**src/rtl/mem_port_arbiter.sv**
```systemverilog
// Two-requester arbiter sharing one memory port: fetch (read-only) and data stage.
// One bus transaction outstanding at a time; data stage has priority with fetch starvation relief.
module mem_port_arbiter #(
  parameter int ADDR_W     = 32,
  parameter int DATA_W     = 32,
  parameter int STARVE_MAX = 4
) (
  input  logic                clk,
  input  logic                rst_n,
  input  logic                if_req,
  input  logic [ADDR_W-1:0]   if_addr,
  input  logic                mem_req,
  input  logic                mem_we,
  input  logic [ADDR_W-1:0]   mem_addr,
  input  logic [DATA_W-1:0]   mem_wdata,
  input  logic [DATA_W/8-1:0] mem_wstrb,
  output logic                if_gnt,
  output logic                mem_gnt,
  output logic                if_rvalid,
  output logic                mem_rvalid,
  output logic [DATA_W-1:0]   if_rdata,
  output logic [DATA_W-1:0]   mem_rdata,
  output logic                bus_req,
  output logic                bus_we,
  output logic [ADDR_W-1:0]   bus_addr,
  output logic [DATA_W-1:0]   bus_wdata,
  output logic [DATA_W/8-1:0] bus_wstrb,
  input  logic                bus_gnt,
  input  logic                bus_rvalid,
  input  logic [DATA_W-1:0]   bus_rdata,
  output logic                busy,
  output logic                owner
);

  localparam int         STRB_W     = DATA_W / 8;
  localparam logic [2:0] STARVE_LIM = 3'(STARVE_MAX);

  typedef enum logic [1:0] {IDLE, REQ, RSP} state_t;

  state_t              state_reg, state_next;
  logic [2:0]          starve_cnt_reg, starve_cnt_next;
  logic                owner_reg, owner_next;
  logic                we_reg, we_next;
  logic [ADDR_W-1:0]   addr_reg, addr_next;
  logic [DATA_W-1:0]   wdata_reg, wdata_next;
  logic [STRB_W-1:0]   wstrb_reg, wstrb_next;

  logic arb_event;
  logic mem_win;
  logic if_win;
  logic rsp_done;

  // A response cycle doubles as an arbitration slot so back-to-back requests lose no cycle.
  assign rsp_done  = (state_reg == RSP) && bus_rvalid;
  assign arb_event = ((state_reg == IDLE) || rsp_done) && (if_req || mem_req);
  assign mem_win   = arb_event && mem_req && (starve_cnt_reg < STARVE_LIM);
  assign if_win    = arb_event && !mem_win && if_req;

  always_ff @(posedge clk or negedge rst_n) begin
    if (!rst_n) begin
      state_reg      <= IDLE;
      starve_cnt_reg <= '0;
      owner_reg      <= 1'b0;
      we_reg         <= 1'b0;
      addr_reg       <= '0;
      wdata_reg      <= '0;
      wstrb_reg      <= '0;
    end else begin
      state_reg      <= state_next;
      starve_cnt_reg <= starve_cnt_next;
      owner_reg      <= owner_next;
      we_reg         <= we_next;
      addr_reg       <= addr_next;
      wdata_reg      <= wdata_next;
      wstrb_reg      <= wstrb_next;
    end
  end

  always_comb begin
    state_next      = state_reg;
    starve_cnt_next = starve_cnt_reg;
    owner_next      = owner_reg;
    we_next         = we_reg;
    addr_next       = addr_reg;
    wdata_next      = wdata_reg;
    wstrb_next      = wstrb_reg;

    unique case (state_reg)
      IDLE:    if (mem_win || if_win) state_next = REQ;
      REQ:     if (bus_gnt) state_next = RSP;
      RSP:     if (bus_rvalid) state_next = (mem_win || if_win) ? REQ : IDLE;
      default: state_next = IDLE;
    endcase

    // mem_win already implies starve_cnt < STARVE_MAX, so the increment saturates there.
    if (mem_win) begin
      owner_next = 1'b1;
      we_next    = mem_we;
      addr_next  = mem_addr;
      wdata_next = mem_wdata;
      wstrb_next = mem_wstrb;
      if (if_req) starve_cnt_next = starve_cnt_reg + 3'd1;
    end else if (if_win) begin
      owner_next      = 1'b0;
      we_next         = 1'b0;
      addr_next       = if_addr;
      wdata_next      = '0;
      wstrb_next      = '0;
      starve_cnt_next = '0;
    end
  end

  // Grants are combinational from the request inputs, so they need explicit masking in reset.
  assign if_gnt     = rst_n && if_win;
  assign mem_gnt    = rst_n && mem_win;
  assign if_rvalid  = rst_n && rsp_done && !owner_reg;
  assign mem_rvalid = rst_n && rsp_done && owner_reg;
  assign if_rdata   = if_rvalid  ? bus_rdata : '0;
  assign mem_rdata  = mem_rvalid ? bus_rdata : '0;

  assign bus_req   = (state_reg == REQ);
  assign bus_we    = we_reg;
  assign bus_addr  = addr_reg;
  assign bus_wdata = wdata_reg;
  assign bus_wstrb = wstrb_reg;
  assign busy      = (state_reg != IDLE);
  assign owner     = owner_reg;

endmodule

```
**config.mk**
```make
export PLATFORM = sky130hd
export DESIGN_NAME = mem_port_arbiter
export DESIGN_NICKNAME = d
export VERILOG_FILES = /design/src/rtl/mem_port_arbiter.sv
export SDC_FILE = /design/constraint.sdc
export NUM_CORES = 1
export LEC_CHECK = 0
export BUFFER_PORTS_ARGS = -buffer_cell sky130_fd_sc_hd__buf_2
export CAP_MARGIN = 20
export CELL_PAD_IN_SITES_DETAIL_PLACEMENT = 1
export CELL_PAD_IN_SITES_GLOBAL_PLACEMENT = 2
export CORE_MARGIN = 2
export CORE_UTILIZATION = 22
export DETAILED_ROUTE_END_ITERATION = 12
export PLACE_DENSITY = 0.91
export REMOVE_ABC_BUFFERS = 1
export SLEW_MARGIN = 40
export SYNTH_ARGS = -nofsm -noshare
export SYNTH_HDL_FRONTEND = slang
export SYNTH_SLANG_ARGS = --single-unit
```
**constraint.sdc**
```tcl
create_clock -name clk -period 1.6 [get_ports clk]
set_clock_uncertainty 0.05 [all_clocks]
set_input_delay 0.32 -clock clk [delete_from_list [all_inputs] [get_ports clk]]
set_output_delay 0.32 -clock clk [all_outputs]
set_load 0.1 [all_outputs]
```
Word level (Yosys, flattened, before mapping). Index checks and enable logic that the tools add are counted.

Flip-flop bits (word level): 75. Bits of input ports: 139. Output and inout bits: 140. Logic and storage cells: 55.

Add/subtract/negate cells: 1. Order comparisons: 1. Equal/unequal tests: 6. Multiplexer cells: 19. Reductions and logical operators: 21.

Operator list (count): 32-bit 2-to-1 mux (6); 1-bit logical AND (11); 3-bit 2-to-1 mux (3); 4-bit 2-to-1 mux (2); 2-bit 2-to-1 mux (3); 2-bit one-hot mux with 3 select lines (1); 1-bit 2-to-1 mux (4); 2-bit by 1-bit inequality test with 1-bit output (second input constant) (2); 2-bit inequality test (second input constant) (2); 2-bit nonzero test (2); 3-bit by 1-bit adder with 3-bit output (second input constant) (1); 1-bit logical OR (3); 3-bit < comparator (second input constant) (1); 3-bit AND reduction (1); 2-bit by 1-bit equality test with 1-bit output (second input constant) (1); 2-bit equality test (second input constant) (1); 1-bit logical NOT (2); 2-bit logical NOT (1); 2-bit AND reduction (1).

Depth between registers and ports, before layout. Gate-level depths: netlist (run 1).

Depth in word-level cells: 13. Depth in mapped cells: 5. Depth with buffers taken out: 3.

Least setup slack after synthesis (run 1). No wires, ideal clock.

Path kind: register to output. Start point: reg owner_reg (netlist: owner). End point: out mem_rdata[22]. Data arrival time: 2.621 ns. Required time: 1.230 ns. Path slack: -1.391 ns. Stages on the path, launching flop included: 4. Buffers on the path: 1. Cell sequence: dfrtp_1 -> and4_1 -> buf_2 -> and2_1.

Word-level cells in the longest chain between the ends: 2.

RTL lines: start: declaration (line 42) `logic owner_reg, owner_next;`; start signal: assignment (line 71) `owner_reg <= owner_next;`; 1-bit logical AND (line 117) `assign mem_rvalid = rst_n && rsp_done && owner_reg;`; named net mem_rvalid (line 20) `output logic mem_rvalid,`; 32-bit 2-to-1 mux (line 119) `assign mem_rdata = mem_rvalid ? bus_rdata : '0;`; end: declaration (line 22) `output logic [DATA_W-1:0] mem_rdata,`.

The timed path passes the listed nets, and every way through them passes these cells.

Worst setup path after layout (run 1).
Start point: reg state_reg[0]. End point: out mem_rdata[3].

Word-level cells in the longest chain between the ends: 5.

RTL lines: start: declaration (line 40) `state_t state_reg, state_next;`; start signal: assignment (line 69) `state_reg <= state_next;`; 2-bit equality test (line 54) `assign rsp_done = (state_reg == RSP) && bus_rvalid;`; 1-bit logical AND (line 54); 1-bit logical AND (2 in a row) (line 117); 32-bit 2-to-1 mux (line 119).

Every way passes these cells.

==> results.yml, run 1 <==
run_status:
  status: "complete, but fails checks"
  failed_checks: "setup timing"
route:
  drt_first_iter_violations: 95
  wl_um: 16120
  detail_route.drc_violations: 0
  vias: 3868
  dr.pass1.iters: 6
  route.detailed.vias_per_inst: 4.524
  route.antenna.remaining_nets: 0
  post_drt_wl_per_cell_um: 18.85
sta:
  hold_violations: 0
  tightestPinTransition_ns: 0.5060
  drv_slew: 0
  maxSlewHeadroom: 0.6627
  worst_slack_ns: -0.4232
  post-route-min-period_ns: 2.023
  period_share: 1.265
  worst_hold_slack_ns: 0.05406
  fmax_achieved_mhz: 494.3
  rsz_0062_raised_after_global_routing: "yes"
  fin_setup_tns_ns: -27.82
  setup-violations-final: 70
power_and_ir_drop:
  ir_drop_mv: 2.074
  power.share.switching: 0.6090
  p_comb_frac: 0.679
  power_frac_seq: 0.196
  p_per_area_nw_per_um2: 2362
  clkPwrFrac: 0.125
  netSwitchingPower_uw: 10490
  internal_power_uw: 6736
  power.static_leakage_uw: 0.003614
worst_setup_path:
  endpoint_kind: "primary output"
  timing.critical_path.from: "state_reg[0]"
  critPathCapture: "mem_rdata[3]"
  timing.setup.critical_path_class: "reg -> out"
  reg2reg_from: "state_reg[0]"
  worst-path-max-fanout: 8
  cp_data_arrival_time_ns: 1.65
  r2r_end: "bus_wstrb[2]"
  worst_r2r_path_depth: 8
  worst-endpoint-required_ns: 1.23
  ff2ff_setup_slack_ns: 0.03
  worstSetupStartpointType: "flop"
run:
  max_cap_violations: 0
die:
  die_boundary_width_um: 134.4
  initial_utilization: 0.2254
  number_of_i_o_pins: 279
  num_rows: 47
  die_area_um2: 18050
  core_um2: 16580
  fp.dieH_um: 134.4
placed_design:
  detailedPlacementHpwl_um: 12290
  final_gp_congestion: 0.8121
  placement.cell_area_um2: 6558
  placed_cells_incl_taps: 826
  io_buffer_count: 278
clock_tree:
  path_clk_slew_ns: 0.06
  clock_latency_ns: 0.34
  root_buffer: "sky130_fd_sc_hd__clkbuf_16"
  tritoncts: "built"
  cts-htree-levels: 3
  clock_path_buffers: 2
  number_of_sinks_handled_by_clock_tree_synthesis: 75
  numCtsBuffers: 9
yosys:
  most_frequently_used_cell_type_in_the_post_synthesis_netlist: "sky130_fd_sc_hd__dfrtp_1"
  syn-mean-instance-area_um2: 11.13
  main_combinational_cell_family_by_area_after_synthesis: "compound AO/OA/AOI/OAI gates"
  synth_seq_cells: 75
  post_synth_instance_area_um2: 3739
  synth_top_area_cell: "sky130_fd_sc_hd__dfrtp_1"
  synth_enable_flop_cells: 0
  yosys.area_share.simple: 0.2118
  yosys.cell_types.count: 28
  syn-instance-count: 336
  synthMuxAreaShare: 0.008367
  synth_compound_area_frac: 0.2236
  synth_top_flop_cell: "sky130_fd_sc_hd__dfrtp_1"
  yosys.area.top_type_share: 0.5020
  ys_top_cells_by_area: "sky130_fd_sc_hd__dfrtp_1 (50%), sky130_fd_sc_hd__and2_1 (11%), sky130_fd_sc_hd__a22o_1 (8.7%), sky130_fd_sc_hd__and3b_1 (7.5%), sky130_fd_sc_hd__o2bb2ai_1 (7.5%)"
  yosys.area_share.adder: 0.003347
  synth.yosys.seq_area_share: 0.5020
  synth_async_sr_flop_share: 1.000
  post_synth_most_frequent_cells: "sky130_fd_sc_hd__dfrtp_1 (75), sky130_fd_sc_hd__and2_1 (65), sky130_fd_sc_hd__a22o_1 (37)"
  synthXorXnorAreaFrac: 0
  yosys_warnings: 0
global_route:
  grt_start_max_net_pins: 38
  grt_pass1_wl_um: 23750
  total_gr_overflow: 0
  grt_antenna_before_repair: 0
  grt_usage: 0.1701
  grt_pass1_vias: 4243
final_layout:
  non_filler_cell_area_final_um2: 7292
  stdcell_count: 855
  area_growth_syn_to_layout_pct: 95.05
  antenna-diode-count: 0
  drive_above_1_share: 0.6472
  final_core_utilization: 0.4397
  final_layout_fill_cell_count: 1821
  layout.nets: 770
worst_hold_path:
  hp-class: "in -> async"
[power by group through the flow]
stage / combinational, uW / clock (uW) / sequential, uW
after floorplan: 2250 / 0 / 9640
after global placement: 11100 / 0 / 3340
after detailed placement: 11200 / 0 / 3360
after CTS: 11400 / 2220 / 3380
after global routing: 12100 / 2330 / 3500
final: 11700 / 2150 / 3380
[how the worst min path moves through the flow]
stage / end / slack, ns / depth (start not counted)
6_report: starve_cnt_reg[0] / 0.05 / 3
5_1_grt: starve_cnt_reg[0] / 0.07 / 3
4_1_cts: starve_cnt_reg[0] / 0.06 / 3
3_5_place_dp: bus_wdata[21] / 0.31 / 2
3_3_place_gp: bus_wdata[12] / 0.29 / 2
2_1_floorplan: bus_addr[0] / -0.03 / 0
[critical path, stage by stage, from the launching register on]
cell and delay, ns:
sky130_fd_sc_hd__dfrtp_1 0.39, sky130_fd_sc_hd__nor2b_2 0.13, sky130_fd_sc_hd__and4_4 0.29, sky130_fd_sc_hd__buf_6 0.17
sky130_fd_sc_hd__and2_4 0.17, sky130_fd_sc_hd__buf_12 0.16
[cell families after synthesis]
kind of cell / Yosys count
DFF: 75
adders and majority gates: 1
AOI/OAI and AO/OA: 105
and+or+nand+nor: 113
muxes: 3
buffers and inverters: 39
[metal layers]
| metal | track usage | vias to the layer above | wire [um] |
|---|---|---|---|
| met5 | 0 | - | 0 |
| met4 | 0.04503 | 0 | 295 |
| met3 | 0.04119 | 24 | 697 |
| met2 | 0.3231 | 123 | 9056 |
| met1 | 0.1881 | 1896 | 6068 |
| li1 | - | 1825 | - |
[cell usage in the layout, fill, tap and decap left out, drive strengths merged, types with 2 or more instances in the layout]
cell       n
and2      65
nand2      4
nor2b      3
a22o      37
mux2i      2
and4       2
clkbuf    13
inv        8
and3b     32
o2bb2ai   32
nand2b     2
and3       3
a31oi     32
dfrtp     75
buf      314
[what timing repair did]
action,4_1_cts,5_1_grt
hold buffers,1,0
endpoints found under the setup margin,70,97
hold endpoints to repair,24,0
gates cloned,0,6
setup buffers,2,7
pin swaps,3,22
resized for setup,34,55
[per-stage QoR]
step,power [uW],worst slack (ns)
after floorplan,11890,-1.855
after global placement,14410,-0.1463
after detailed placement,14580,-0.1761
after CTS,17010,-0.4758
after global routing,17900,-0.4909
final,17230,-0.4232
[cell type report]
type                    instances  area [um^2]  area share
clock buffers                   9        225.2     0.03089
multi-input cells             222         1874      0.2570
well taps                     220        275.3     0.03775
flip-flops and latches         75         1877      0.2574
repair buffers                318         2929      0.4017
inverters                       4        17.52    0.002402
clock inverters                 7        93.84     0.01287
Power figures use the tool's default switching activity.
==> run 2, diff against run 1 <==
--- a/config.mk
+++ b/config.mk
@@ -5,14 +5,16 @@
 export SDC_FILE = /design/constraint.sdc
 export NUM_CORES = 1
 export LEC_CHECK = 0
+export ABC_AREA = 1
+export ABC_CLOCK_PERIOD_IN_PS = 1600
 export BUFFER_PORTS_ARGS = -buffer_cell sky130_fd_sc_hd__buf_2
 export CAP_MARGIN = 20
 export CELL_PAD_IN_SITES_DETAIL_PLACEMENT = 1
 export CELL_PAD_IN_SITES_GLOBAL_PLACEMENT = 2
 export CORE_MARGIN = 2
-export CORE_UTILIZATION = 22
+export CORE_UTILIZATION = 20
 export DETAILED_ROUTE_END_ITERATION = 12
-export PLACE_DENSITY = 0.91
+export PLACE_DENSITY = 0.92
 export REMOVE_ABC_BUFFERS = 1
 export SLEW_MARGIN = 40
 export SYNTH_ARGS = -nofsm -noshare
==> run 2 against run 1 <==
The run still ends with setup timing left. Clock power rose by 3%. Via count increased by 21%. Sequential cell count stayed put. Fmax is 2.5% lower. Hold slack improved by 0.076 ns. Routed wire length grew 16%.
==> results.yml, run 2 <==
clock_tree:
  root_buffer: "sky130_fd_sc_hd__clkbuf_16"
  number_of_sinks_handled_by_clock_tree_synthesis: 75
  path_clk_slew_ns: 0.07
  clock_latency_ns: 0.33
  tritoncts: "built"
  numCtsBuffers: 9
  cts-htree-levels: 3
  cts_hold_buf: 0
  clock_path_buffers: 2
power_and_ir_drop:
  power.static_leakage_uw: 0.004333
  p_per_area_nw_per_um2: 2263
  power_frac_seq: 0.181
  p_comb_frac: 0.695
  ir_drop_mv: 1.156
  netSwitchingPower_uw: 11130
  clkPwrFrac: 0.124
  internal_power_uw: 6830
  power.share.switching: 0.6197
global_route:
  grt_pass1_vias: 4890
  grt_antenna_before_repair: 3
  groute.layer.met3.usage: 0.03751
  grt_busiest_layer: "met2"
  grt_use_met2: 0.3006
  gr-usage-met1: 0.1839
  total_gr_overflow: 0
  grt_start_max_net_pins: 76
  grt_usage: 0.1629
  grt_pass1_wl_um: 26450
final_layout:
  layout.nets: 1011
  multiInputGateArea_um2: 1968
  layout.area.seq_um2: 1877
  mostFrequentLayoutCell: "sky130_fd_sc_hd__nand2_1"
  area_growth_syn_to_layout_pct: 100.5
  final_layout_fill_cell_count: 2290
  final_core_utilization: 0.4077
  final_cell_mix: "sky130_fd_sc_hd__nand2_1 (211), sky130_fd_sc_hd__buf_2 (205), sky130_fd_sc_hd__inv_1 (101), sky130_fd_sc_hd__buf_12 (79), sky130_fd_sc_hd__dfrtp_1 (75)"
  drive_above_1_share: 0.4720
worst_setup_path:
  worst_path_max_delay_cell: "sky130_fd_sc_hd__dfrtp_1"
  worst-path-max-fanout: 17
  reg2reg_from: "state_reg[1]"
  timing.critical_path.max_delay_family: "simple AND/OR/NAND/NOR gates"
  critPathMaxStageDelay_ns: 0.39
  ff2ff_setup_slack_ns: 0.01
  worst_r2r_path_depth: 9
  endpoint_kind: "primary output"
  r2r_end: "bus_addr[0]"
  path_cells: "inv_2 -> nand4_1 -> or2_4 -> buf_12 -> nor2_2 -> buf_12"
  timing.setup.critical_path_class: "reg -> out"
  timing.critical_path.mode_cell: "sky130_fd_sc_hd__buf_12"
  cp_data_arrival_time_ns: 1.71
  worst-endpoint-required_ns: 1.23
  worstSetupStartpointType: "flop"
  critPathBufInv: 3
yosys:
  synth_seq_cells: 75
  yosys.area.top_type_share: 0.4742
  synth_top_area_cell: "sky130_fd_sc_hd__dfrtp_1"
  post_synth_most_frequent_cells: "sky130_fd_sc_hd__nand2_1 (213), sky130_fd_sc_hd__inv_1 (105), sky130_fd_sc_hd__dfrtp_1 (75)"
  ys_top_cells_by_area: "sky130_fd_sc_hd__dfrtp_1 (47%), sky130_fd_sc_hd__nand2_1 (20%), sky130_fd_sc_hd__inv_1 (10%), sky130_fd_sc_hd__nand3_1 (8.3%), sky130_fd_sc_hd__nor2_1 (6.4%)"
  synth_enable_flop_cells: 0
  most_frequently_used_cell_type_in_the_post_synthesis_netlist: "sky130_fd_sc_hd__nand2_1"
  synth_top_flop_cell: "sky130_fd_sc_hd__dfrtp_1"
  syn-mean-instance-area_um2: 6.871
  synth.yosys.seq_area_share: 0.4742
  syn-instance-count: 576
  synth_async_sr_flop_share: 1.000
  post_synth_instance_area_um2: 3958
  yosys_warnings: 0
  yosys.cell_types.count: 18
die:
  number_of_i_o_pins: 279
  initial_utilization: 0.2033
  num_rows: 51
  die_boundary_width_um: 144.7
  fp.dieH_um: 144.7
  core_um2: 19460
  die_area_um2: 20930
worst_hold_path:
  hp-class: "in -> reg"
  holdPathEnd: "bus_wdata[12]"
  hold-path-cell-count: 3
  hold_path.startpoint: "mem_wdata[12]"
sta:
  maxSlewHeadroom: 0.5015
  rsz_0062_raised_after_global_routing: "yes"
  hold_violations: 0
  drv_slew: 0
  fmax_achieved_mhz: 481.8
  worst_hold_slack_ns: 0.1303
  post-route-min-period_ns: 2.076
  worst_slack_ns: -0.4757
  tightestPinTransition_ns: 0.7478
  period_share: 1.297
  setup-violations-final: 69
route:
  wl_um: 18640
  vias: 4688
  detail_route.drc_violations: 0
  drt_first_iter_violations: 139
  route.antenna.remaining_nets: 0
  post_drt_wl_per_cell_um: 16.32
  dr.pass1.iters: 4
  route.detailed.vias_per_inst: 4.105
run:
  max_cap_violations: 0
placed_design:
  final_gp_congestion: 0.7523
  detailedPlacementHpwl_um: 12910
  io_buffer_count: 278
run_status:
  failed_checks: "setup timing"
  status: "complete, but fails checks"
-- run 2: cell types whose count changed in the layout (fill, tap and decap cells not counted), sizes merged, moves of 4 or more --
cell,change
nand2,+211
inv,+101
nor2,+67
nand3,+66
and2,-65
a22o,-37
a31oi,-32
and3b,-32
o2bb2ai,-32
o21ai,+4
-- run 2: worst max path at each step --
| stage | start | to | slack, ns | cells past startpoint |
|---|---|---|---|---|
| 6_report | state_reg[0] | if_rdata[18] | -0.48 | 6 |
| 5_1_grt | state_reg[0] | mem_rdata[9] | -0.57 | 6 |
| 4_1_cts | state_reg[0] | if_rdata[9] | -0.47 | 6 |
| 3_5_place_dp | state_reg[0] | mem_rdata[17] | -0.24 | 6 |
| 3_3_place_gp | bus_rvalid | if_rdata[12] | -0.18 | 6 |
| 2_1_floorplan | state_reg[1] | if_gnt | -1.96 | 3 |
-- run 2: layout make-up --
cell class / count / area share
Timing Repair Buffer: 315 / 0.3800
Multi-Input combinational cell: 362 / 0.2480
Sequential cell: 75 / 0.2365
Inverter: 108 / 0.05361
Tap cell: 265 / 0.04178
Clock buffer: 9 / 0.02838
Clock inverter: 6 / 0.01104
Antenna cell: 2 / 0.0006307
-- run 2: logic make-up after synthesis --
kind of cell,after synthesis,synth area share
and+or+nand+nor,353,0.3592
buffers and inverters,139,0.1492
adders and majority gates,1,0.003161
AOI/OAI and AO/OA,8,0.01423
DFF,75,0.4742
-- run 2: power groups by stage --
stage | Sequential (uW) | Clock, uW | Combinational (uW)
2_1_floorplan | 9450 | 0 | 2410
3_3_place_gp | 3240 | 0 | 11500
3_5_place_dp | 3270 | 0 | 11600
4_1_cts | 3260 | 2280 | 11900
5_1_grt | 3380 | 2350 | 13100
6_report | 3260 | 2220 | 12500
-- run 2: metrics by stage --
step                      instance area [um^2]  power (uW)  std cells  setup TNS, ns  setup WS [ns]
after global routing                      7935       18820       1142         -36.29        -0.5650
final                                     7935       17960       1142         -29.48        -0.4757
after global placement                    6824       14710       1112         -10.41        -0.1780
after CTS                                 7665       17450       1133         -30.35        -0.4719
after detailed placement                  6828       14850       1112         -12.83        -0.2435
after floorplan                           3772       11850        545        -175.56         -1.959
-- run 2: timing repair --
action | CTS | global route
cloned | 3 | 7
gates resized for setup | 127 | 29
buffers inserted | 4 | 0
endpoints found under the setup margin | 100 | 140
pin swaps | 3 | 1
-- run 2: worst min-delay path, cell delays in order --
cell	delay, ns
sky130_fd_sc_hd__buf_2	0.07
sky130_fd_sc_hd__nand2_1	0.04
sky130_fd_sc_hd__nand2_1	0.05
-- run 2: metal layers --
layer	vias to the layer above	routed length, um
met5	-	0
met4	0	424
met3	25	1387
met2	179	9671
met1	2211	7153
li1	2273	-
